<file path="config.mk">
export PLATFORM = sky130hd
export DESIGN_NAME = fetch_unit
export DESIGN_NICKNAME = d
export VERILOG_FILES = /design/src/rtl/fetch_unit.sv
export SDC_FILE = /design/constraint.sdc
export NUM_CORES = 1
export LEC_CHECK = 0
export CORE_ASPECT_RATIO = 0.6
export CORE_MARGIN = 5
export CORE_UTILIZATION = 39
export CTS_BUF_LIST = sky130_fd_sc_hd__clkbuf_4 sky130_fd_sc_hd__clkbuf_8
export CTS_CLUSTER_DIAMETER = 40
export DETAILED_ROUTE_END_ITERATION = 10
export GPL_ROUTABILITY_DRIVEN = 1
export GPL_TIMING_DRIVEN = 0
export MAX_ROUTING_LAYER = met4
export PLACE_DENSITY = 0.67
export SLEW_MARGIN = 20
export SYNTH_ARGS = -nofsm -noshare
export SYNTH_HDL_FRONTEND = slang
export SYNTH_SLANG_ARGS = --single-unit
</file>
<file path="constraint.sdc">
create_clock -name clk -period 1.8 [get_ports clk]
set_input_delay 0.36 -clock clk [delete_from_list [all_inputs] [get_ports clk]]
set_output_delay 0.36 -clock clk [all_outputs]
set_load 0.005 [all_outputs]
</file>
<file path="src/rtl/fetch_unit.sv">
// fetch_unit: holds the PC, fetches 16-bit words over a req/ack handshake and
// feeds decode from a 2-entry {pc, word} queue; supports redirect flush and HALT stop.
module fetch_unit #(
    parameter int                ADDR_W   = 8,
    parameter logic [ADDR_W-1:0] RESET_PC = '0,
    parameter logic [3:0]        HALT_OP  = 4'hF
) (
    input  logic              clk,
    input  logic              reset,
    output logic              imem_req,
    output logic [ADDR_W-1:0] imem_addr,
    input  logic              imem_ack,
    input  logic [15:0]       imem_rdata,
    input  logic              redirect_valid,
    input  logic [ADDR_W-1:0] redirect_pc,
    output logic              instr_valid,
    output logic [15:0]       instr,
    output logic [ADDR_W-1:0] instr_pc,
    input  logic              instr_ready,
    output logic              halted
);
    typedef enum logic [1:0] {IDLE, RUN, HALTED} state_t;

    state_t              state_q, state_d;
    logic [ADDR_W-1:0]   pc_q, pc_d;
    logic [1:0]          cnt_q, cnt_d, wr_idx;
    logic [ADDR_W+15:0]  q0_q, q0_d, q1_q, q1_d, ent;
    logic                req_q, req_d, halted_q, halted_d;
    logic                xfer, pop;

    assign xfer   = req_q && imem_ack;
    assign pop    = (cnt_q != 2'd0) && instr_ready;
    assign ent    = {pc_q, imem_rdata};
    assign wr_idx = cnt_q - {1'b0, pop};

    always_comb begin
        pc_d    = pc_q;
        cnt_d   = cnt_q;
        q0_d    = q0_q;
        q1_d    = q1_q;
        state_d = state_q;
        if (redirect_valid) begin
            pc_d    = redirect_pc;
            cnt_d   = 2'd0;
            state_d = IDLE;
        end else begin
            if (pop) q0_d = q1_q;
            if (xfer) begin
                pc_d = pc_q + 1'b1;
                if (wr_idx == 2'd0) q0_d = ent;
                else q1_d = ent;
            end
            cnt_d   = cnt_q + {1'b0, xfer} - {1'b0, pop};
            state_d = (state_q == IDLE) ? RUN :
                      (state_q == RUN && xfer && imem_rdata[15:12] == HALT_OP) ? HALTED : state_q;
        end
        // request drops in the same cycle the queue fills
        req_d    = (state_d == RUN) && (cnt_d != 2'd2);
        halted_d = (state_d == HALTED);
    end

    always_ff @(posedge clk or posedge reset) begin
        if (reset) begin
            state_q  <= IDLE;
            pc_q     <= RESET_PC;
            cnt_q    <= 2'd0;
            q0_q     <= '0;
            q1_q     <= '0;
            req_q    <= 1'b0;
            halted_q <= 1'b0;
        end else begin
            state_q  <= state_d;
            pc_q     <= pc_d;
            cnt_q    <= cnt_d;
            q0_q     <= q0_d;
            q1_q     <= q1_d;
            req_q    <= req_d;
            halted_q <= halted_d;
        end
    end

    assign imem_req    = req_q;
    assign imem_addr   = pc_q;
    assign instr_valid = (cnt_q != 2'd0);
    assign instr       = q0_q[15:0];
    assign instr_pc    = q0_q[ADDR_W+15:16];
    assign halted      = halted_q;
endmodule

</file>
==> Yosys cells after proc, flatten, opt, wreduce, memory -nomap -nowiden <==
Cells that the tools add are included.
{ "totals": {"regBits": 62, "input_bits": 29, "out_inout_bits": 35, "elab_cells": 37} }
{ "classes": {"addsub": 4, "n_eq_ne": 5, "muxes": 9, "bitwise": 2, "reduce_logical": 10} }
{ "ops": {"columns": ["cell", "count"], "rows": [
  ["$mux 24", 3],
  ["$mux 8", 2],
  ["$add 8x1->8 const B", 1],
  ["$mux 2", 4],
  ["$logic_and 1x1->1", 5],
  ["$eq 2x1->1 const B", 2],
  ["$eq 4x4->1 const B", 1],
  ["$logic_not 2->1", 2],
  ["$reduce_bool 2->1", 2],
  ["$sub 2x1->2", 2],
  ["$reduce_and 3->1", 1],
  ["$add 2x1->2", 1],
  ["$eq 2x2->1 const B", 1],
  ["$ne 2x2->1 const B", 1],
  ["$not 1->1", 2]
]} }

==> Logic depth before layout (Yosys ltp) <==
{ "logic_depth": {"depth_word": 8, "depth_mapped": 8, "mapped_depth_nobuf": 6} }

==> Worst setup path after synthesis <==
No wires, ideal clock.
{ "synth_timing": {"path_kind": "reg2reg", "startpoint": "register cnt_q[1]", "endpoint": "register req_q (netlist: imem_req)", "setup_time_ns": 0.126, "arrival_ns": 1.835, "required_ns": 1.674, "slack_ns": -0.161, "stages_incl_launch_ff": 9, "synth_period_minus_slack_ns": 1.961, "cell_sequence": "dfrtp_1 buf_6 o21ai_2 buf_6 xnor2_1 ha_1 inv_1 o21a_1 o311a_1"} }
{ "synth_via": {"elab_chain_cells": 6} }
{ "synth_rtl": {"columns": ["item", "line_no", "rtl"], "rows": [
  ["start: declaration", "26", "logic [1:0] cnt_q, cnt_d, wr_idx;"],
  ["start signal: assignment", "74", "cnt_q <= cnt_d;"],
  ["parallel branches: the longest is 2 deep, another holds $add 2x1->2", null, null],
  ["$sub 2x1->2 *", "53", "cnt_d = cnt_q + {1'b0, xfer} - {1'b0, pop};"],
  ["$mux 2 *", "42", "if (redirect_valid) begin"],
  ["$ne 2x2->1 *", "58", "req_d = (state_d == RUN) && (cnt_d != 2'd2);"],
  ["$logic_and 1x1->1 *", "58", null],
  ["named net req_d", "28", "logic req_q, req_d, halted_q, halted_d;"],
  ["end signal: assignment", "77", "req_q <= req_d;"],
  ["end: declaration", "28", null]
]} }
Mark *: on every way through the listed nets, which the timed path passes.
A chain may end at the register's enable or synchronous reset.

==> Worst setup path after layout <==
{ "layout_timing": {"startpoint": "register req_q (netlist: imem_req)", "endpoint": "register req_q (netlist: imem_req)"} }
{ "layout_via": {"elab_chain_cells": 8} }
{ "layout_rtl": {"columns": ["item", "line_no", "rtl"], "rows": [
  ["$logic_and 1x1->1 *", "31", "assign xfer = req_q && imem_ack;"],
  ["parallel branches: the longest is 6 deep, another holds $add 2x1->2", null, null],
  ["$logic_and 1x1->1 *", "58", null],
  ["named net req_d", "28", null]
]} }
Marked as above.

==> results.md <==
* Status: finished clean
* Clk root buf: clkbuf_8
* Actual slew at the worst max-slew pin at 0.516 ns
* Commonest cells after routing, fill and taps aside: clkdlybuf4s50_1 (60), dfrtp_1 (57), nor4b_1 (23)
* CTS tree: done
* # IOs at 64
* Core area at ~7300 µm²
* Max_cap viols at 0
* WL per Instance at ~18 µm
* P&R area growth vs syn at 37.6%
* Initial DRC count at around 160
* Synth top area share at 0.524
* Vias per cell at 5.44
* Area of the die at 9490 µm²
* Hold Buf Count CTS at 0
* Largest net degree at the start of global routing at 30
* Final worst slack at 0.0120 ns
* Final Skew at 0.00833 ns
* Fmax at 559 MHz
* PD cells at 1390 nW/µm²
* Clock Path Buffers at 2
* Reg-to-reg endpoint: imem_req$_DFF_PP0_
* Fin. Hold Viols at 0
* Sink Count at 62
* H-tree depth at 3
* WHS at 0.290 ns
* Fin crit share at 0.993
* RSZ-0062 raised after global routing: yes
* GRT Total Usage at 0.170
* Die X at 122 µm
* Clock transition at the registers of the reported paths at ~0.07 ns
* Filler instances at roughly 670
* Site Rows at 24
* Crit Path Max Fanout at 7
* Finished Cell Area at around 4100 µm²
* Sequential share of the synthesized area at 0.524
* Critical R2R Launch: imem_req$_DFF_PP0_
* Dpl ws at -0.546 ns
* Crit path kind: flip-flop to flip-flop
* CTS Buf Count at 9
* Endpoint class of the critical path: flip-flop
* Yosys top cell by area: dfrtp_1
* Synth unique cells at 43
* Vias post-DR at 2253
* Ys Warns at 0
* Initial antenna violation count at 0
* Layout cells sized above 1 at 0.268
* WP data arrival at roughly 2.0 ns
* Post-synth EDFFs at 0
* Post-route ant nets at 0
* Synth top area cells: dfrtp_1 (52%), mux2_2 (8.0%), nor4b_1 (7.4%)
* GPL Wtd Cong at 0.739
* Cell Area, Placed at approximately 3800 µm²
* Port Buffers at 63
* Worst slew margin at 0.654
* Area of the multi-input gates at about 1200 µm²
* Startpoint class of the critical path: flip-flop
* Syn Area/Cell at about 13 µm²
* Most common cell after layout, fill and taps aside: clkdlybuf4s50_1
* Mapped Area at slightly below 3000 µm²
* Die H at between 70 and 80 µm
* Flops & latches, synth at 62
* Global route overflow at 0
* Register area at 1560 µm²
* Syn Nets at 256
* Setup-failing EPs final at 0
* Vias in the first global route at around 2300
* HPWL Detailed at roughly 5100 µm
* Initial Utilization at 0.404
* Cell leakage power at about 1.7 nW
* Flop-to-flop setup slack at roughly 0.012 ns
* Antenna cell count at 0
* Clock latency on the worst-skew pair at 0.35 ns
* Req. time, crit path at slightly above 2 ns
* Synth Instances at 225
* Min cycle time layout at between 1.5 and 2 ns
* Post-route DRC violation count at 0
* Hold Path Class: input port to asynchronous set/reset pin
* FFs w/ async S/R, synth at 1.00
* Layout Nets at 336
* Final cell count without fillers at 414
* First-pass iteration count of the detailed router at 4
* First-pass GRT wire length at 12200 µm
* Worst vdd ir at 515 µV
* Synth Flop Type: dfrtp_1
* Max Slew Vio Count at 0
* Final WL at 7480 µm
* Reg2reg path depth at 6
* Placed Instances at 394
[critical path: stages, from the launching register on]
cell	delay (ns)
dfrtp_2	0.41
and2_1	0.17
buf_6	0.14
xnor2_2	0.15
ha_2	0.30
o21bai_1	0.16
o311a_1	0.34
[flip-flops by register name, indices dropped and copies added, names as in the netlist]
register / cells
state_q: 2
imem_req: 1
q1_q: 24
imem_addr: 8
halted: 1
q0_q: 24
cnt_q: 2
[cells by family (layout without fill, tap and decap cells)]
group,Yosys count,after routing,synth area share
buf+inv,24,109,0.0681
mux,27,27,0.102
compound gates,44,44,0.135
fa+ha+maj,2,2,0.00846
xor+xnor,3,3,0.00888
flops,62,62,0.524
simple gates,63,63,0.153
[timing repair]
item                       4_1_cts  5_1_grt
pin swaps                        3        1
gates cloned                     0        0
setup endpoints to repair       25       32
gates resized for setup         11        8
setup buffers                    5        0
[where the power goes]
| part | internal (mW) | switching (mW) | total (mW) |
|---|---|---|---|
| sequential | 1.93 | 0.325 | 2.26 |
| clock | 0.907 | 0.544 | 1.45 |
| combinational | 1.28 | 0.692 | 1.97 |
[synth_stat cells (4+ instances only)]
| cell type | count |
|---|---|
| a221o_1 | 20 |
| a221o_2 | 4 |
| buf_6 | 9 |
| dfrtp_1 | 62 |
| inv_1 | 5 |
| mux2_1 | 4 |
| mux2_2 | 21 |
| nand2_1 | 9 |
| nand3_1 | 6 |
| nor2_1 | 4 |
| nor4b_1 | 25 |
| o211ai_1 | 4 |
| or4_1 | 5 |
[per-layer routing]
layer / vias up / wire length [µm] / GRT usage
li1: 1039 / - / -
met1: 1133 / 3780 / 0.247
met2: 73 / 3110 / 0.227
met3: 8 / 511 / 0.0581
met4: 0 / 76 / 0.0380
met5: - / 0 / -
[area by class of cell]
class | count | area share
Timing Repair Buffer | 70 | 0.173
Tap cell | 104 | 0.0320
Multi-Input combinational cell | 139 | 0.304
Buffer | 17 | 0.0439
Inverter | 6 | 0.00645
Clock buffer | 13 | 0.0424
Clock inverter | 3 | 0.0160
Sequential cell | 62 | 0.383
[how the worst max path moves through the flow]
stage,slack (ns),from,to,cells past startpoint
after global placement,-0.51,imem_ack,imem_req$_DFF_PP0_,8
after detailed placement,-0.55,imem_ack,imem_req$_DFF_PP0_,8
after global routing,-0.04,imem_req$_DFF_PP0_,imem_req$_DFF_PP0_,7
after floorplan,-0.09,cnt_q[1]$_DFF_PP0_,imem_req$_DFF_PP0_,8
after CTS,0.005,cnt_q[1]$_DFF_PP0_,imem_req$_DFF_PP0_,8
final,0.01,imem_req$_DFF_PP0_,imem_req$_DFF_PP0_,6
[stage by stage]
step	util	power (mW)	setup TNS [ns]
4_1_cts	0.555	5.72	0
3_3_place_gp	0.509	4.14	-23.27
3_5_place_dp	0.515	4.20	-20.03
6_report	0.556	5.68	0
5_1_grt	0.556	6.00	-0.0355
2_1_floorplan	-	3.27	-0.0947
Note: power is estimated with default switching activity, not from simulation.
==> patch 1 (same flow settings) <==
The 3 states of `state_t` get a one-hot encoding in 3 bits.
--- a/src/rtl/fetch_unit.sv
+++ b/src/rtl/fetch_unit.sv
@@ -20,5 +20,5 @@
     output logic              halted
 );
-    typedef enum logic [1:0] {IDLE, RUN, HALTED} state_t;
+    typedef enum logic [2:0] {IDLE = 3'b001, RUN = 3'b010, HALTED = 3'b100} state_t;
 
     state_t              state_q, state_d;
Behaviour: same outputs for any inputs over 4 cycles, from zero or initial values and one cycle with reset high; so few cycles prove little.
==> patch 1 against the unedited design <==
The flow now finishes with violations (negative setup slack). Utilization fell by 1.1 points. Wire length rose by 5.1%. Count of clock-buffer cells in the layout down 4. Area after synthesis increased by 5.9%. Sequential cell count increased by 1. First-iteration DRC count is the same. Via count up 6.7%. Total power fell by 0.56%. Die area is 5.3% higher. Worst setup slack lost 73 ps. Cell area grew 5.1%. Synthesized cell count increased by 21%. Highest routed layer unchanged.
==> patch 1: results (changes against the unedited design) <==
Post-Layout Cell Count - 467 (was 414)
Worst VDD drop - 0.4934 mV (was 0.5151 mV)
CTS resizes - 20 (was 11)
Inst Count DP - 445 (was 394)
Global-route wire length before repair - 13150 um (was 12190 um)
Largest net degree at the start of global routing - 34 (was 30)
Crit path arrival time - 2080 ps (was 2020 ps)
Total global-route track usage - 17.33% (was 17.00%)
Syn Inst Count - 272 (was 225)
Violated checks - negative setup slack
Share of cells above drive strength 1 - 27.02% (was 26.77%)
Vias in the first global route - 2482 (was 2283)
Post-DP Area - 0.003944 sq mm (was 0.003771 sq mm)
Internal Pwr Total - 3910 uW (was 4115 uW)
Fin nets - 386 (was 336)
Setup TNS - -185.7 ps (was 0 ps)
Worst Tran Pin Value - 477.7 ps (was 516.3 ps)
WL final - 7865 um (was 7481 um)
PnR worst setup slack - -60.69 ps (was 12.01 ps)
Pre-CTS setup slack - -530.7 ps (was -545.5 ps)
Skew final - 9.521 ps (was 8.332 ps)
Combinational Power Share - 36.8% (was 34.7%)
RD Place Congestion - 0.7735 (was 0.7390)
Setup violators final - 11 (was 0)
DP HPWL - 5498 um (was 5147 um)
Synth area leaders - dfrtp_1 50%, o221ai_2 9.6%, mux2_2 8.6% (was dfrtp_1 52%, mux2_2 8.0%, nor4b_1 7.4%)
Worst path slowest cell - dfrtp_1 (was dfrtp_2)
Syn Nets - 304 (was 256)
Setup bufs post-CTS - 3 (was 5)
Fill cells - 696 (was 667)
Crit Path Max Fanout - 3 (was 7)
Top post-synthesis cells by count - 62 x dfrtp_1, 54 x inv_1, 28 x o211ai_1, 24 x mux2_2, 20 x o221ai_2 (was 62 x dfrtp_1, 25 x nor4b_1, 21 x mux2_2, 20 x a221o_1)
Outcome - finished with violations (was finished, final reports clean)
-- patch 1: cells by family (layout without fill, tap and decap cells) --
family	after synthesis	in the layout	share of synthesized area, %
buf+inv	72	159	10.26
compound gates	68	68	20.96
flops	63	63	50.34
simple gates	38	38	7.026
mux	25	25	8.942
fa+ha+maj	3	3	1.198
xor+xnor	3	3	1.277
-- patch 1: layout make-up --
cell class	instances	area [sq um]	area share [%]
buffer	17	153.9	3.598
inverter	54	206.4	4.826
clock buffer	9	123.9	2.896
timing repair buffer	72	720.7	16.85
sequential	63	1582	36.97
tap	108	135.1	3.159
clock inverter	7	87.58	2.047
multi-input combinational	137	1269	29.66
-- patch 1: path summary, 6_finish.rpt --
check	from	endpoint	slack, ps	depth (start not counted)
min in group clk	q1_q[21]$_DFFE_PP0P_	q1_q[21]$_DFFE_PP0P_	510	1
setup / recovery	cnt_q[1]$_DFF_PP0_	imem_req$_DFF_PP0_	-60	9
hold / removal	reset	q0_q[12]$_DFFE_PP0N_	410	3
hold reg to reg	q1_q[21]$_DFFE_PP0P_	q1_q[21]$_DFFE_PP0P_	510	1
setup reg to reg	cnt_q[1]$_DFF_PP0_	imem_req$_DFF_PP0_	-60	9
max in group asynchronous	reset	imem_addr[4]$_DFFE_PP0P_	960	4
-- patch 1: layer usage --
metal,GRT usage [%],routed length [um]
met1,23.44,3822
met2,25.21,3565
met3,5.816,419
met4,4.497,59
met5,-,0
-- patch 1: critical path: cells and delay by family (launching register included) --
kind	cells	cell delay [ps]
adder cells (fa/ha/maj)	2	430
flip-flops	1	400
AO/OA/AOI/OAI	2	280
XOR/XNOR	1	210
AND/OR/NAND/NOR	1	110
buffers and inverters	3	310
==> patch 2 (same settings) <==
Made on the original files. `ADDR_W`: 8 -> 7.
--- a/src/rtl/fetch_unit.sv
+++ b/src/rtl/fetch_unit.sv
@@ -2,5 +2,5 @@
 // feeds decode from a 2-entry {pc, word} queue; supports redirect flush and HALT stop.
 module fetch_unit #(
-    parameter int                ADDR_W   = 8,
+    parameter int                ADDR_W   = 7,
     parameter logic [ADDR_W-1:0] RESET_PC = '0,
     parameter logic [3:0]        HALT_OP  = 4'hF
Interface: changed (resized imem_addr, instr_pc and redirect_pc); port bits go from 64 to 61. The function was not compared with the original's and may differ.
==> patch 2 against the unedited design <==
Synthesized cell count up 16%. Area after synthesis fell by 0.76%. Sequential cell count fell by 3. Worst setup slack gained 25 ps. Cell area shrank 0.65%. Wire length rose by 4.2%. Total power rose by 2.1%. Sequential power is 4% lower. Highest routed layer unchanged.
==> patch 2: results (changes against the unedited design) <==
Worst VDD drop - 0.5762 mV (was 0.5151 mV)
Largest stage delay, worst path - 410 ps (about the same)
R2r worst-path depth - 6 (unchanged)
Synth Area in Adders - 0.8522% (was 0.8457%)
Largest net degree at the start of global routing - 34 (was 30)
Inst Count DP - 425 (was 394)
Mux contribution to synthesized area - 12.44% (was 10.19%)
Total global-route track usage - 18.03% (was 17.00%)
Kind of cell adding the most delay to the critical path - compound AO/OA/AOI/OAI gates (unchanged)
I/O Buffers - 60 (was 63)
Via count - 2284 (was 2253)
Synthesis warning total - 0 (unchanged)
Crit path arrival time - 1980 ps (was 2020 ps)
Syn Nets - 290 (was 256)
Distinct cells, synth - 43 (unchanged)
# diodes - 0 (unchanged)
Fin nets - 367 (was 336)
RD Place Congestion - 0.8834 (was 0.7390)
Synth Area in Compound Gates - 12.36% (was 13.49%)
Top post-synthesis cells by count - 59 x dfrtp_1, 50 x inv_1, 23 x nand4b_1, 23 x o221ai_1, 20 x mux2_4 (was 62 x dfrtp_1, 25 x nor4b_1, 21 x mux2_2, 20 x a221o_1)
Root Driver - clkbuf_8 (unchanged)
Flop-to-flop setup slack - 40 ps (was 10 ps)
Initial antenna violation count - 0 (unchanged)
Worst Tran Pin Value - 631.4 ps (was 516.3 ps)
Crit Path Max Fanout - 7 (unchanged)
Global-route wire length before repair - 12710 um (was 12190 um)
Synth area leaders - dfrtp_1 50%, mux2_4 10%, nand4b_1 6.9% (was dfrtp_1 52%, mux2_2 8.0%, nor4b_1 7.4%)
DP HPWL - 5284 um (was 5147 um)
Vias in the first global route - 2401 (was 2283)
R2r startpoint - cnt_q[0]$_DFF_PP0_ (was imem_req$_DFF_PP0_)
XOR/XNOR Fraction of Synth Area - 0.8948% (was 0.8879%)
Fill cells - 625 (was 667)
WL/cell - 17.48 um (was 18.07 um)
Longest Clk Path Bufs - 2 (unchanged)
Synth async-reset ratio - 100.0% (unchanged)
H-tree depth - 3 (unchanged)
Clock latency on the worst-skew pair - 340 ps
CTS buffer count - 9 (unchanged)
Outcome - finished, final reports clean (unchanged)
Skew final - 6.241 ps (was 8.332 ps)
Share of cells above drive strength 1 - 21.93% (was 26.77%)
Worst Hold Class - input pin to asynchronous set/reset pin (unchanged)
Post-DP Area - 0.003692 sq mm (was 0.003771 sq mm)
Post-Layout Cell Count - 446 (was 414)
Worst path slowest cell - dfrtp_2 (unchanged)
Iteration-0 DRC Markers - 167 (was 163)
CP Class - register to register (unchanged)
Worst hold slack - 447.9 ps (was 290.2 ps)
Avg Synthesized Cell Area - 11.29 sq um (was 13.15 sq um)
DRT Pass-1 Iters - 4 (unchanged)
Lkg Pwr - 0.001807 uW (was 0.001695 uW)
Sequential area share after synthesis - 50.28% (was 52.43%)
CTS clk-pin slew, worst paths - 70 ps (about the same)
Reg-to-reg endpoint - imem_req$_DFF_PP0_ (unchanged)
-- patch 2: cell types whose count changed in the layout (fill, tap and decap cells not counted), sizes merged, moves of 3 or more --
| cell | delta |
|---|---|
| inv | +44 |
| nor4b | -25 |
| a221o | -23 |
| nand4b | +23 |
| o221ai | +23 |
| buf | -3 |
| clkdlybuf4s50 | -3 |
| dfrtp | -3 |
| o211ai | -3 |
| or4 | -3 |
-- patch 2: final cells by class --
| cell class | count | area (sq um) | share of cell area (%) |
|---|---|---|---|
| inverter | 50 | 191.4 | 4.732 |
| timing repair buffer | 67 | 673.1 | 16.64 |
| tap | 104 | 130.1 | 3.217 |
| multi-input combinational | 134 | 1234 | 30.50 |
| buffer | 16 | 88.84 | 2.196 |
| clock inverter | 5 | 100.1 | 2.474 |
| clock buffer | 11 | 145.1 | 3.588 |
| sequential | 59 | 1483 | 36.65 |
-- patch 2: power by group --
group          leakage (uW)  switching [uW]  total (uW)  internal [uW]
logic              0.000939             825        2120           1290
clock network      0.000127             526        1490            968
registers          0.000741             333        2180           1850
-- patch 2: stage by stage --
step / setup slack, ps / utilization, %
after global routing: -24.65 / 55.44
final: 37.27 / 55.44
after global placement: -567.4 / 50.33
after CTS: -85.01 / 54.22
after floorplan: 35.41 / -
after detailed placement: -548.5 / 50.60
-- patch 2: timing repair --
item,CTS,global route
gates resized for setup,6,26
setup buffers,2,2
gates cloned,0,2
endpoints found under the setup margin,3,44
pin swaps,0,3
endpoints found under the hold margin,0,0
-- patch 2: per-layer routing --
layer	share of wire (%)	wire [um]	GRT usage, %
met2	42	3304	24.28
met4	1.0	79	3.356
met3	7.2	564	6.765
met5	0	0	-
met1	49	3848	25.93
